===== src/rtl/result_reader.sv =====
// Result reader: captures the two result words from the compute block when
// it signals done, then steps a 16-bit display through G, H and a STATUS
// word (capture count / latency) with one step per press of the step key.
module result_reader (
    input  logic        clk,
    input  logic        rst,
    input  logic        start,
    input  logic        done,
    input  logic [15:0] g,
    input  logic [15:0] h,
    input  logic        key_n,
    output logic [15:0] disp,
    output logic [1:0]  sel,
    output logic        parity,
    output logic        valid
);

    typedef enum logic [2:0] {
        IDLE    = 3'd0,
        ARMED   = 3'd1,
        CAPTURE = 3'd2,
        SHOW    = 3'd3,
        HOLD    = 3'd4
    } state_t;

    state_t      state;
    logic [15:0] g_reg;
    logic [15:0] h_reg;
    logic [7:0]  capture_count;
    logic [7:0]  lat_run;   // running count of ARMED cycles
    logic [7:0]  latency;   // lat_run frozen at the last capture

    // 8-bit counter increment that sticks at all-ones instead of wrapping.
    function automatic logic [7:0] sat_inc(input logic [7:0] v);
        return (v == 8'hFF) ? v : v + 8'd1;
    endfunction

    // Display index sequence G -> H -> STATUS -> G.
    function automatic logic [1:0] next_sel(input logic [1:0] s);
        return (s == 2'd2) ? 2'd0 : s + 2'd1;
    endfunction

    // Control FSM plus capture registers; advancing sel only on SHOW->HOLD
    // makes each press worth exactly one step however long it is held.
    always_ff @(posedge clk) begin
        if (rst) begin
            state         <= IDLE;
            g_reg         <= 16'h0000;
            h_reg         <= 16'h0000;
            capture_count <= 8'h00;
            lat_run       <= 8'h00;
            latency       <= 8'h00;
            sel           <= 2'd0;
            valid         <= 1'b0;
        end else begin
            case (state)
                IDLE: begin
                    if (start) begin
                        state   <= ARMED;
                        lat_run <= 8'h00;
                    end
                end
                ARMED: begin
                    lat_run <= sat_inc(lat_run);
                    if (done) begin
                        state <= CAPTURE;
                    end else if (!start) begin
                        state <= IDLE;
                    end
                end
                CAPTURE: begin
                    g_reg         <= g;
                    h_reg         <= h;
                    capture_count <= sat_inc(capture_count);
                    latency       <= lat_run;
                    valid         <= 1'b1;
                    sel           <= 2'd0;
                    // A key already down here lands in HOLD, so it cannot step.
                    state         <= key_n ? SHOW : HOLD;
                end
                SHOW: begin
                    if (!start) begin
                        state <= IDLE;
                    end else if (!key_n) begin
                        state <= HOLD;
                        sel   <= next_sel(sel);
                    end
                end
                HOLD: begin
                    if (!start) begin
                        state <= IDLE;
                    end else if (key_n) begin
                        state <= SHOW;
                    end
                end
                default: state <= IDLE;
            endcase
        end
    end

    // Presented word selected combinationally from the captured registers.
    always_comb begin
        case (sel)
            2'd0:    disp = g_reg;
            2'd1:    disp = h_reg;
            2'd2:    disp = {capture_count, latency};
            default: disp = 16'h0000;
        endcase
    end

    // Odd parity over disp: the pair always carries an odd number of ones.
    always_comb begin
        parity = ~^disp;
    end

endmodule


===== config.mk =====
export PLATFORM = sky130hd
export DESIGN_NAME = result_reader
export DESIGN_NICKNAME = d
export VERILOG_FILES = /design/src/rtl/result_reader.sv
export SDC_FILE = /design/constraint.sdc
export NUM_CORES = 1
export LEC_CHECK = 0
export BUFFER_PORTS_ARGS = -buffer_cell sky130_fd_sc_hd__buf_2
export CAP_MARGIN = 10
export CORE_MARGIN = 4
export CORE_UTILIZATION = 43
export DETAILED_ROUTE_END_ITERATION = 10
export PLACE_DENSITY = 0.78
export SYNTH_ARGS = -nofsm -noshare
export SYNTH_HDL_FRONTEND = slang
export SYNTH_SLANG_ARGS = --single-unit
export TNS_END_PERCENT = 5

===== constraint.sdc =====
create_clock -name clk -period 1.85 [get_ports clk]
set_input_delay 0.185 -clock clk [delete_from_list [all_inputs] [get_ports clk]]
set_output_delay 0.185 -clock clk [all_outputs]
set_load 0.05 [all_outputs]

==> metrics <==
status=finished, violations left; violated checks=setup timing; initial antenna violation count=0; total die area=8193 um2; switch share=28.51%; xor/xnor share of the synthesized area=8.846%; Period minus WS final=2.743 ns; CTS buffer count=9; area grow syn2layout=47.82%; clk slew on worst S/H paths=0.07 ns; adder and majority cell fraction of the synthesized area=0.8547%; Via density=5.236; die span in y=90.52 um; CP max FO=16; Worst Setup Path Type=register to output pin; final hold viol count=0; WP buf/inv=2; drt pass-1 iters=4; post-detail-place hpwl=5333 um; number of port buffers=56; Initial Util=45.08%; share of cells above drive strength 1=36.09%; Leakage=0.001641 uW; vias in the first global route=2640; design area=4328 um2; post-synthesis cell type count=37; Req. time, crit path=1.66 ns; register area share after synthesis=42.39%; Tightest Pin Transition=0.5694 ns; Gate Count Post-Synth=359; CTS root buffer=clkbuf_8; Layout Cells excl Fill=537; die width=90.52 um; Fmax=364.5 MHz; worst-path cell chain=buf_12 > mux2i_2 > o2bb2ai_4 > xnor2_2 > xnor2_2 > xnor2_1 > xnor3_2 > buf_8; DR WL/cell=15.57 um; worst hold endpoint=state[2]$_SDFFE_PP0P_; CP Capture Type=output pin; commonest cells after routing, fill and taps aside=nand2_1, dfxtp_1, buf_4, a21oi_1, buf_2; Iter 0 DRT Violations=183; drt drc=0; switching pwr=887.7 uW; commonest non-fill, non-tap cell in the layout=nand2_1; number of synthesis warnings=0; reg2reg end=capture_count[2]$_SDFFE_PP0P_; Syn Nets=398; Final ANT Viol Nets=0; CP arrival=2.56 ns; largest area contributor in the netlist=dfxtp_1; Worst Reg-to-Reg Cells=9; RSZ-0062 raised after global routing=yes; Inst Count DP=511; H-tree lvl count=3; Final nets=494; Vias=2812; Final Routed Wirelength=8360 um; Core Rows=29; num ports=57; mux contribution to synthesized area=6.838%; top cell type's share of synthesized area=42.39%; hold path startpoint=key_n; clock share of power=36.0%; largest net degree at the start of global routing=55; average cell area after synthesis=8.155 um2; R2R Path Start=capture_count[0]$_SDFFE_PP0P_; core region area=6495 um2; Post-Synth Simple-Gate Area=20.47%; CP Launch Type=register; hold path cells=2; dpl cell area=3784 um2; Power per Cell Area=719.5 nW/um2; max cap viols=0; Slew Viols, Final=0; sinks on the clock net=62; Compound-Gate Fraction of Synth Area=15.51%; Clk Latency, worst-skew pair=0.35 ns; first-pass GRT wire length=12430 um; DP Worst Slack=-0.3841 ns; Layout Utilization=66.63%; top cells by area, synth=dfxtp_1, nand2_1, a21oi_1; grt ovf=0; Setup Skew=0.01052 ns; Critical Path Max Stage Delay=0.47 ns; CTS tree=done; GP Congestion=0.8676; GRT Total Usage=18.99%; CTS Buffer Depth=2; crit share post-route=148.3%; final setup vio count=11; Seq cells post-synth=62; r2r setup slk=0.14 ns; total power=3114 uW; Critical-path top delay cell=xnor3_2; Slew HR=62.04%; ANT cells=0; critical path's most frequent cell=xnor2_2; Comb pwr share=18.4%; largest family of logic cells by synthesized area=simple AND/OR/NAND/NOR gates; synthesized cell area=2928 um2; worst setup margin=-0.8932 ns; power share of the sequential group=45.7%; Int Power=2226 uW; worst min path class=input pin to register; critical path's top delay family=XOR/XNOR gates; Max rail drop VDD=0.7611 mV
==> cell type report <==
class	instances	area [um2]
Timing Repair Buffer	110	898.4
Inverter	5	18.77
Sequential cell	62	1249
Clock buffer	13	168.9
Clock inverter	3	17.52
Fill cell	495	2167
Multi-Input combinational cell	267	1879
Tap cell	77	96.34
==> metrics by stage <==
| stage | hold slack (ns) | TNS, ns |
|---|---|---|
| final | 0.02543 | -1.516 |
| after global routing | 0.01982 | -2.287 |
| after CTS | 0.007832 | -1.339 |
| after detailed placement | 0.3849 | -0.3841 |
| after global placement | 0.3879 | -0.3517 |
| after floorplan | 0.2643 | -1.705 |
==> Yosys cell counts <==
library cell,n
or2_2,1
a22o_1,2
nor2_1,29
buf_6,2
buf_2,1
o22ai_1,3
o32a_1,2
a21oi_2,1
and4_1,1
dfxtp_1,62
o2bb2ai_1,11
xor2_1,11
mux2i_1,20
inv_1,5
nand4_1,9
nor2b_1,1
nor3_2,1
a21oi_1,44
a31oi_1,2
o31ai_1,1
clkbuf_1,18
nand3b_1,1
nand2b_1,2
buf_12,1
buf_1,2
nor3_1,1
ha_1,2
xnor2_1,16
nand3_1,3
nand2_1,91
nor2b_2,1
buf_4,1
o2bb2ai_2,1
xnor3_1,1
and3_1,2
o21ai_0,6
a22oi_1,1
==> per-layer routing <==
layer / vias to the layer above / global-route usage [%] / wire (um)
li1: 1400 / - / -
met1: 1309 / 24.65 / 3562
met2: 86 / 29.03 / 4058
met3: 17 / 6.917 / 574
met4: 0 / 6.505 / 164
met5: - / 0 / 0
==> how the worst max path moves through the flow <==
| stage | slack (ns) | to | depth (start not counted) | start |
|---|---|---|---|---|
| floorplan | -0.58 | parity | 9 | sel[1]$_SDFFE_PP0P_ |
| global placement | -0.35 | parity | 8 | sel[1]$_SDFFE_PP0P_ |
| detailed placement | -0.38 | parity | 8 | sel[1]$_SDFFE_PP0P_ |
| CTS | -0.76 | parity | 8 | sel[1]$_SDFFE_PP0P_ |
| global route | -0.99 | parity | 8 | sel[1]$_SDFFE_PP0P_ |
| finish | -0.89 | parity | 8 | sel[1]$_SDFFE_PP0P_ |
==> power by group through the flow <==
stage               registers (uW)  clock network (uW)  logic [uW]
finish                        1420                1120         573
floorplan                     1440                   0         336
global placement              1450                   0         475
CTS                           1420                1140         489
detailed placement            1450                   0         482
global route                  1430                1200         610
==> kinds of logic (layout without fill, tap and decap cells) <==
logic type / after synthesis / count (layout)
compound gates: 74 / 74
mux: 20 / 20
fa+ha+maj: 2 / 2
buf+inv: 30 / 131
flops: 62 / 62
simple gates: 143 / 143
xor+xnor: 28 / 28
==> worst register-to-register path, delay by kind of cell (launching register included) <==
kind                       cells  cell delay (ns)
xor gates and xnor gates       1             0.14
adders and majority gates      1             0.21
buffers and inverters          2             0.30
DFF                            1             0.39
and+or+nand+nor                5             0.53
==> repair_timing <==
item,4_1_cts,5_1_grt
hold buffers,0,0
gates resized for setup,12,65
gates cloned,0,0
endpoints found under the setup margin,13,13
buffers inserted,0,10
pin swaps,0,5
Note: power is estimated with default switching activity, not from simulation.
